## config.mk

```make
export PLATFORM = sky130hd
export DESIGN_NAME = gcd_scheduler
export DESIGN_NICKNAME = d
export VERILOG_FILES = /design/src/rtl/gcd_sched_pkg.sv /design/src/rtl/gcd_scheduler_rr_arbiter.sv /design/src/rtl/gcd_scheduler.sv
export SDC_FILE = /design/constraint.sdc
export NUM_CORES = 1
export LEC_CHECK = 0
export BUFFER_PORTS_ARGS = -buffer_cell sky130_fd_sc_hd__buf_2
export CAP_MARGIN = 10
export CORE_AREA = 5 5 154 156
export DETAILED_ROUTE_END_ITERATION = 8
export DIE_AREA = 0 0 159 161
export GPL_TIMING_DRIVEN = 0
export PLACE_DENSITY_LB_ADDON = 0.3
export SETUP_SLACK_MARGIN = 0.5
export SYNTH_ARGS = -nofsm -noshare
export SYNTH_HDL_FRONTEND = slang
export SYNTH_SLANG_ARGS = --single-unit
```

## constraint.sdc

```tcl
create_clock -name clk -period 8.1 [get_ports clk]
set_input_delay 0 -clock clk [delete_from_list [all_inputs] [get_ports clk]]
set_output_delay 0 -clock clk [all_outputs]
set_load 0.01 [all_outputs]
```

## src/rtl/gcd_sched_pkg.sv

```systemverilog
// Shared definitions for the GCD core scheduler: FSM encoding and width helpers.
package gcd_sched_pkg;

  typedef enum logic [2:0] {
    ST_IDLE    = 3'd0,
    ST_ISSUE   = 3'd1,
    ST_WAIT    = 3'd2,
    ST_CAPTURE = 3'd3,
    ST_RESPOND = 3'd4
  } state_t;

  function automatic int id_width(input int n_req);
    return (n_req > 1) ? $clog2(n_req) : 1;
  endfunction

  function automatic int cnt_width(input int timeout);
    return $clog2(timeout + 1);
  endfunction

endpackage

```

## src/rtl/gcd_scheduler_rr_arbiter.sv

```systemverilog
// Combinational round-robin arbiter: first asserted request at or above ptr, modulo N_REQ.
module rr_arbiter #(
  parameter int N_REQ = 4,
  parameter int ID_W  = 2
) (
  input  logic [N_REQ-1:0] req,
  input  logic [ID_W-1:0]  ptr,
  output logic [N_REQ-1:0] grant,
  output logic [ID_W-1:0]  idx
);

  int          cand;
  logic [ID_W-1:0] cand_idx;
  logic        found;

  always_comb begin
    grant    = '0;
    idx      = '0;
    found    = 1'b0;
    cand     = 0;
    cand_idx = '0;
    for (int k = 0; k < N_REQ; k++) begin
      cand     = (int'(ptr) + k) % N_REQ;
      cand_idx = ID_W'(cand);
      if (!found && req[cand_idx]) begin
        found           = 1'b1;
        grant[cand_idx] = 1'b1;
        idx             = cand_idx;
      end
    end
  end

endmodule

```

## src/rtl/gcd_scheduler.sv

```systemverilog
// Round-robin scheduler sharing one subtractive GCD core among N_REQ requesters.
module gcd_scheduler
  import gcd_sched_pkg::*;
#(
  parameter int N_REQ   = 4,
  parameter int W       = 32,
  parameter int TIMEOUT = 4096
) (
  input  logic                        clk,
  input  logic                        rst,
  input  logic [N_REQ-1:0]            req_valid,
  output logic [N_REQ-1:0]            req_ready,
  input  logic [N_REQ*W-1:0]          req_x,
  input  logic [N_REQ*W-1:0]          req_y,
  output logic                        rsp_valid,
  input  logic                        rsp_ready,
  output logic [id_width(N_REQ)-1:0]  rsp_id,
  output logic [W-1:0]                rsp_data,
  output logic                        rsp_err,
  output logic [W-1:0]                core_x,
  output logic [W-1:0]                core_y,
  output logic                        core_start,
  output logic                        core_rst,
  input  logic                        core_done,
  input  logic [W-1:0]                core_result,
  output logic                        busy
);

  localparam int ID_W  = id_width(N_REQ);
  localparam int CNT_W = cnt_width(TIMEOUT);

  state_t          state, state_nx;
  logic [ID_W-1:0] rr_ptr, id_q, gnt_idx;
  logic [N_REQ-1:0] gnt;
  logic [W-1:0]    x_q, y_q, data_q, acc_x, acc_y;
  logic            err_q;
  logic [CNT_W-1:0] cnt;
  logic            accept, zero_op, timeout_hit;

  rr_arbiter #(.N_REQ(N_REQ), .ID_W(ID_W)) u_arb (
    .req   (req_valid),
    .ptr   (rr_ptr),
    .grant (gnt),
    .idx   (gnt_idx)
  );

  // Operand mux driven by the one-hot grant
  always_comb begin
    acc_x = '0;
    acc_y = '0;
    for (int i = 0; i < N_REQ; i++) begin
      if (gnt[i]) begin
        acc_x = req_x[i*W +: W];
        acc_y = req_y[i*W +: W];
      end
    end
  end

  always_comb begin
    accept      = (state == ST_IDLE) && (|req_valid) && !rst;
    zero_op     = (acc_x == '0) || (acc_y == '0);
    timeout_hit = (state == ST_WAIT) && !core_done && (cnt == CNT_W'(TIMEOUT - 1));
    req_ready   = accept ? gnt : '0;
    core_start  = (state == ST_ISSUE);
    core_rst    = timeout_hit;
    rsp_valid   = (state == ST_RESPOND);
    busy        = (state != ST_IDLE);
    state_nx    = state;
    unique case (state)
      ST_IDLE:    if (accept) state_nx = zero_op ? ST_RESPOND : ST_ISSUE;
      ST_ISSUE:   state_nx = ST_WAIT;
      ST_WAIT: begin
        if (core_done)        state_nx = ST_CAPTURE;
        else if (timeout_hit) state_nx = ST_RESPOND;
      end
      ST_CAPTURE: state_nx = ST_RESPOND;
      ST_RESPOND: if (rsp_ready) state_nx = ST_IDLE;
      default:    state_nx = ST_IDLE;
    endcase
  end

  always_ff @(posedge clk) begin
    if (rst) begin
      state  <= ST_IDLE;
      rr_ptr <= '0;
      id_q   <= '0;
      x_q    <= '0;
      y_q    <= '0;
      data_q <= '0;
      err_q  <= 1'b0;
      cnt    <= '0;
    end else begin
      state <= state_nx;
      unique case (state)
        ST_IDLE: begin
          if (accept) begin
            x_q    <= acc_x;
            y_q    <= acc_y;
            id_q   <= gnt_idx;
            err_q  <= 1'b0;
            // A zero operand never terminates in a subtractive core; x|y is the answer
            data_q <= zero_op ? (acc_x | acc_y) : '0;
          end
        end
        ST_ISSUE: cnt <= '0;
        ST_WAIT: begin
          cnt <= cnt + 1'b1;
          if (timeout_hit) begin
            data_q <= '0;
            err_q  <= 1'b1;
          end
        end
        ST_CAPTURE: begin
          data_q <= core_result;
          err_q  <= 1'b0;
        end
        ST_RESPOND: begin
          if (rsp_ready)
            rr_ptr <= (id_q == ID_W'(N_REQ - 1)) ? '0 : id_q + 1'b1;
        end
        default: ;
      endcase
    end
  end

  assign rsp_id   = id_q;
  assign rsp_data = data_q;
  assign rsp_err  = err_q;
  assign core_x   = x_q;
  assign core_y   = y_q;

endmodule
```

==> results of run 1 <==
==> cells in the mapped netlist, types with 9 or more instances <==
| library cell | number |
|---|---|
| dfxtp_1 | 117 |
| a211oi_1 | 67 |
| nand2_1 | 59 |
| o22ai_2 | 30 |
| a21oi_1 | 78 |
| ha_1 | 9 |
| a311oi_1 | 12 |
| buf_2 | 21 |
| a221oi_1 | 35 |
| nor3_1 | 19 |
| o21ai_0 | 96 |
| or3_1 | 10 |
| a221o_1 | 32 |
| nand3_1 | 10 |
| inv_1 | 23 |
| nor2_1 | 129 |
| o31a_1 | 15 |
| o221ai_1 | 11 |
| clkbuf_1 | 73 |
| o2111ai_1 | 17 |
| nand4_1 | 16 |
| a22o_1 | 14 |
| a2bb2oi_1 | 34 |
==> metrics by stage <==
stage,cell area [um^2],hold WS [ns],setup slack [ns]
4_1_cts,11600,0.0263,2.39
6_report,11600,0.0368,2.18
3_3_place_gp,10600,0.275,2.44
2_1_floorplan,8260,0.154,3.96
5_1_grt,11600,0.0331,1.97
3_5_place_dp,10600,0.280,2.42
==> final cells by class <==
class / count / share of cell area [%]
timing repair buffer: 434 / 20.2
clock buffer: 19 / 3.91
inverter: 23 / 0.746
tap: 285 / 3.08
sequential: 117 / 20.2
multi-input combinational: 805 / 46.2
antenna: 6 / 0.130
clock inverter: 13 / 1.35
buffer: 108 / 4.08
==> worst max-delay path, delay by kind of cell, from the launching register on <==
kind	cells	cell delay, ns
buffers and inverters	5	1.29
and+or+nand+nor	4	1.33
AOI/OAI and AO/OA	5	1.95
muxes	1	0.45
DFF	1	0.53
adders and majority gates	1	0.29
==> kinds of logic (layout without fill, tap and decap cells) <==
| group | Yosys count | in the layout | synth area share (%) |
|---|---|---|---|
| compound gates | 495 | 495 | 45.1 |
| flops | 117 | 117 | 28.4 |
| simple gates | 288 | 288 | 16.4 |
| other cells | 0 | 6 | 0 |
| fa+ha+maj | 9 | 9 | 1.36 |
| mux | 13 | 13 | 2.06 |
| buf+inv | 131 | 597 | 6.77 |
==> registers in the layout (all words and copies together) (netlist names) <==
name / count
core_x: 32
core_y: 32
rr_ptr: 2
cnt: 13
state: 3
rsp_id: 2
rsp_data: 32
rsp_err: 1
==> power breakdown <==
group          switching (uW)  total (uW)  leakage (uW)  internal (uW)
sequential               79.7         778      0.000965            698
combinational             733        1130       0.00372            401
clock                     286         784      0.000299            498
==> layer usage <==
layer | GRT usage [%] | up-vias | share of wire (%)
li1 | - | 5073 | -
met1 | 50.1 | 5616 | 38
met2 | 61.4 | 957 | 44
met3 | 10.1 | 164 | 11
met4 | 21.0 | 0 | 6.1
met5 | 0 | - | 0
==> how the worst min path moves through the flow <==
stage	startpoint	to	depth (start not counted)
after global placement	core_done	state[0]	2
after CTS	req_x[111]	core_x[15]	3
after global routing	req_x[111]	core_x[15]	3
final	req_x[122]	core_x[26]	3
after floorplan	core_done	state[0]	1
after detailed placement	core_done	state[0]	2
==> metrics, run 1 <==
CTS Hold Bufs=34; initial core utilization=between 30 and 40%; top cells by area, synth=dfxtp_1 28%, a211oi_1 6.1%, nor2_1 5.9%; drc violations=0; Reg area=~0.0023 mm^2; Worst-Margin Slew=1.07 ns; worst flop-to-flop path endpoint=rsp_data[16]; Yosys reg bits=between 100 and 150; core area=around 0.022 mm^2; R2R setup slack=around 2.2 ns; CTS H-Tree Depth=4; type of the most critical hold path=input port to flop; HPWL after detailed placement=approximately 44,000 um; CP cell instances=buf_2, inv_1, ha_1, clkbuf_1, mux4_2, nor2b_4, a221oi_2, nand2_1, clkbuf_1, a221oi_1, a2bb2oi_1, nand4_1, nor4b_1, a22oi_2, buf_6, o22ai_2; clock tree buffer depth=2; gr ovfl total=0; run status=finished, final reports clean; syn_nets=1,358; Reg clk slew, reported paths=0.06 ns; WL final=roughly 54,000 um; shortest period the worst path allows=around 6 ns; Yosys top cell area share=28.4%; most frequent cells in the layout=421 x buf_2, 129 x nor2_1, 117 x dfxtp_1; number of enable flip-flop cells after synthesis=0; Die ar.=between 0.02 and 0.03 mm^2; drt first pass iters=7; Worst path slowest cell=a2bb2oi_1; Iter 0 DRT Violations=between 1k and 1.5k; nets=roughly 1.8k; critical path capture point type=flop; crit-path max FO=10; Yosys warning count=0; die height=161 um; initial antenna violation count=5; most common cell after layout, fill and taps aside=buf_2; number of buffers created by CTS=17; Arr. time, crit path=around 6.3 ns; Top FF cell, synth=dfxtp_1; Fill cells=around 2.2k; first-pass GRT wire length=roughly 77,000 um; beginning of the critical path=rr_ptr[0]; Cell Rows=55; fin util=between 50% and 60%; slew margin rel.=between 20% and 30%; Tcrit/Tclk final=around 73%; DP Cell Count=around 1.7k; Synth Area per Inst=just under 8 um^2; Slew Viols, Final=0; cell taking the most area after synthesis=dfxtp_1; Avg WL per Cell=between 20 and 30 um; CP Data Required Time=approximately 8.5 ns; Fin. Hold Viols=0; IO Port Bufs=400; most used cell, CP=clkbuf_1; Die X-Extent=approximately 160 um; RSZ-0062 raised after global routing=false; Layout area overhead=40.3%; leakage=~0.0050 uW; Setup-failing EPs final=0; Total Power=2700 uW; CP Launch Type=flop; multi-input logic area=roughly 0.0054 mm^2; Via-to-Cell Ratio=between 6 and 7; largest net degree at the start of global routing=17; Yosys cell types=65; # clock sinks=between 100 and 150; Synth async-reset ratio=0%; skew final=about 0.013 ns; Setup CP Type=flop to flop; gr usage total=between 30 and 40%; PD cells=233 mW/mm^2; # Post-CTS Setup Buffers=0; max-cap viol count=0; CTS root buf=clkbuf_16; vias in the first global route=between 10k and 15k; mapped cell area=0.00826 mm^2; FF-to-FF path depth=16; fin cells=between 1.5k and 2k; Max Freq=169 MHz; share of cells above drive strength 1=approximately 33%; Critical Path Max Stage Delay=roughly 0.82 ns; setup tns final=0 ns; synthesized instance count=roughly 1.1k; GP Congestion=about 1.1; Vias=about 12k; Skew-Pair Late Insertion Delay=around 0.43 ns; Setup crit end=rsp_data[16]; reg2reg start=rr_ptr[0]; I/O pin cnt=a little over 400; Post-CTS Resized=0; Detail Route Antenna Nets=0; sequential cell area fraction in the yosys report=between 20% and 30%; Peak VDD IR=around 0.22 mV; CTS tree=built
(Power assumes the default switching activity.)
==> run 2: changes to the inputs <==
ABC_AREA = 1   (was not set)
CORE_AREA = 5 5 153 155   (was 5 5 154 156)
DIE_AREA = 0 0 158 160   (was 0 0 159 161)
clock period = 5.2 ns   (was 8.1 ns; I/O delays follow)
==> run 2 against run 1 <==
- final area grew 1.1%
- largest cell class unchanged
- via count down 5.6%
- highest routed layer unchanged
- sequential power grew 40%
- largest power group unchanged
- clock skew decreased by 0.0054 ns
- critical endpoint is now rsp_data[23]
==> metrics, run 2 <==
initial core utilization=37.5% (+0.36 points); Layout area overhead=44.0%; fin cells=2,140 (+18%); CP Launch Type=flop; Die ar.=0.0253 mm^2 (-1.2%); Avg WL per Cell=20.1 um (-32%); PD cells=321 mW/mm^2 (+38%); leakage=0.00607 uW (+22%); IO Port Bufs=401 (+0.25%); Setup-failing EPs final=0 (unchanged); Worst-Margin Slew=0.940 ns (-0.134 ns); initial antenna violation count=5 (unchanged); gr ovfl total=0 (unchanged); shortest period the worst path allows=4.35 ns (-1.57 ns); mux share of post-synthesis cell area=1.35% (-0.71 points); Total Power=3760 uW (+39%); setup tns final=0 ns (unchanged); Fill cells=2,265 (+0.80%); Yosys warning count=0 (unchanged); sequential cell area fraction in the yosys report=28.8% (+0.43 points); first-pass GRT wire length=63,300 um (-17%); Psw=1400 uW (+27%); Skew-Pair Late Insertion Delay=0.42 ns (about the same); # Post-CTS Setup Buffers=0 (unchanged); main combinational cell family by area after synthesis=simple AND/OR/NAND/NOR gates; top cells by count, synth=492 x nand2_1, 267 x a21oi_1, 117 x dfxtp_1, 80 x inv_1, 64 x nor2_1; synthesized instance count=1,366 (+30%); Clock power frac=34.4% (+5.3 points); Yosys top cell area share=28.8% (+0.43 points); syn_nets=1,671 (+23%); HPWL after detailed placement=34,800 um (-20%); RSZ-0062 raised after global routing=false; Reg area=0.00234 mm^2 (unchanged); nets=2,147 (+19%); Vias=11.1k (-5.6%); type of the most critical hold path=input port to flop; sequential share of power=29.1% (+0.2 points); most common cell in the netlist=nand2_1; Reg clk slew, reported paths=0.06 ns (about the same); multi-input logic area=0.00501 mm^2 (-6.4%); Die X-Extent=158 um (-0.63%); worst hold slack=0.0143 ns (-0.0225 ns); critical path capture point type=flop; Fin. Hold Viols=0 (unchanged); share of cells above drive strength 1=27.4% (-5.8 points); Worst path slowest cell=o21ai_0; drc violations=0 (unchanged); Yosys cell types=41 (-37%); skew final=0.00782 ns (-0.00537 ns); Top FF cell, synth=dfxtp_1; CP cell instances=inv_2, ha_1, inv_1, nand3_1, nand2_1, nand2_4, nor2_2, nand2_1, nand2_2, inv_2, clkbuf_1, o21ai_0, nand2_1, nor2_1, nand2_1, nor2_1, nand2_1, nand2_2, buf_6, nand2_1, a21oi_1; Detail Route Antenna Nets=0 (unchanged); Synth Area in Simple Gates=35.8% (+19 points); vias in the first global route=10.8k (-5.0%); Cell Rows=54 (-1.8%); largest net degree at the start of global routing=17 (unchanged); XOR/XNOR share of the synthesized area=0% (unchanged); number of enable flip-flop cells after synthesis=0 (unchanged); Comb pwr share=36.6% (-5.5 points); die height=160 um (-0.62%); CTS H-Tree Depth=4 (unchanged); drt first pass iters=6 (-1); Peak VDD IR=0.262 mV (+21%); Via-to-Cell Ratio=5.21 (-20%); Synth async-reset ratio=0% (unchanged); most used cell, CP=nand2_1; Synth Area per Inst=5.95 um^2 (-24%); Pint=2360 uW (+48%); CTS root buf=clkbuf_16; most frequent cells in the layout=492 x nand2_1, 428 x buf_2, 267 x a21oi_1; core area=0.0217 mm^2 (-2.4%); Compound-Gate Fraction of Synth Area=23.1% (-22 points); CP Data Required Time=5.54 ns (-2.91 ns); slew margin rel.=36.7% (+8.3 points); mapped cell area=0.00813 mm^2 (-1.5%); Arr. time, crit path=4.69 ns (-1.58 ns); cell taking the most area after synthesis=dfxtp_1; fin util=54.0% (+1.9 points); most common cell after layout, fill and taps aside=nand2_1; number of buffers created by CTS=17 (unchanged); gr usage total=32.8% (-6.5 points); Max Freq=230 MHz (+36%); Yosys reg bits=117 (unchanged); Critical Path Max Stage Delay=0.79 ns (-0.03 ns); crit-path max FO=12 (+2); Slew Viols, Final=0 (unchanged); clock tree buffer depth=2 (unchanged); max-cap viol count=0 (unchanged); Iter 0 DRT Violations=973 (-31%); WL final=43,100 um (-20%); adder-cell area share of the yosys netlist=1.38% (+0.021 points); DP Cell Count=2,047 (+18%); run status=finished, final reports clean; CTS tree=built; Setup CP Type=flop to flop; Tcrit/Tclk final=83.6% (+11 points); switching share of power=37.3% (-3.5 points); # clock sinks=117 (unchanged); GP Congestion=0.976 (-8.9%); I/O pin cnt=403 (unchanged); top cells by area, synth=dfxtp_1 29%, nand2_1 23%, a21oi_1 16%
run 2: cell types whose count changed in the layout (fill, tap and decap cells not counted), sizes merged, moves of 50 or more:
cell and change:
nand2 +439, nand3 +56, a21oi +199, or2 +50
nor2 -61, a211oi -64, inv +63
run 2: final cells by class:
| class | count | area share, % |
|---|---|---|
| Antenna cell | 6 | 0.128 |
| Sequential cell | 117 | 20.0 |
| Multi-Input combinational cell | 1073 | 42.8 |
| Clock buffer | 23 | 4.25 |
| Tap cell | 280 | 2.99 |
| Buffer | 87 | 3.81 |
| Timing Repair Buffer | 457 | 21.9 |
| Inverter | 89 | 2.85 |
| Clock inverter | 8 | 1.24 |
run 2: path summary, 6_finish.rpt:
check / to / from / slack, ns / cells past startpoint
setup / recovery: rsp_data[23] / rr_ptr[0] / 0.85 / 21
hold / removal: core_y[15] / req_y[111] / 0.01 / 4
setup reg to reg: rsp_data[23] / rr_ptr[0] / 0.85 / 21
hold reg to reg: cnt[11] / cnt[11] / 0.46 / 1
run 2: logic make-up after synthesis:
family	after synthesis
flip-flops	117
AO/OA/AOI/OAI	357
adder cells (fa/ha/maj)	9
buffers and inverters	176
multiplexers	11
AND/OR/NAND/NOR	696
run 2: through the flow:
| step | worst slack, ns | area, um^2 |
|---|---|---|
| after global placement | 0.868 | 10500 |
| after global routing | 0.553 | 11700 |
| after CTS | 0.877 | 11700 |
| after floorplan | 2.12 | 8130 |
| final | 0.852 | 11700 |
| after detailed placement | 0.884 | 10500 |
run 2: critical path: cells and delay by family, from the launching register on:
kind | cells | cell delay (ns)
and+or+nand+nor | 13 | 1.45
AOI/OAI and AO/OA | 2 | 0.95
buffers and inverters | 5 | 0.85
DFF | 1 | 0.58
adders and majority gates | 1 | 0.42
run 2: per-layer routing:
| metal | up-vias | GRT usage (%) | wire [um] |
|---|---|---|---|
| met3 | 97 | 7.12 | 4030 |
| met2 | 590 | 53.7 | 20200 |
| met5 | - | 0 | 0 |
| li1 | 5400 | - | - |
| met1 | 5061 | 41.7 | 17000 |
| met4 | 0 | 13.5 | 1830 |
run 2: repair_timing:
action,CTS,global route
hold buffers,56,0
setup endpoints to repair,0,7
endpoints found under the hold margin,59,0
gates resized for setup,0,1
run 2: power by group through the flow:
stage               Clock, uW  Combinational, uW  Sequential [uW]
floorplan                   0                681             1150
global placement            0               1310             1100
detailed placement          0               1320             1100
CTS                      1290               1360             1090
global route             1330               1500             1100
finish                   1290               1370             1090
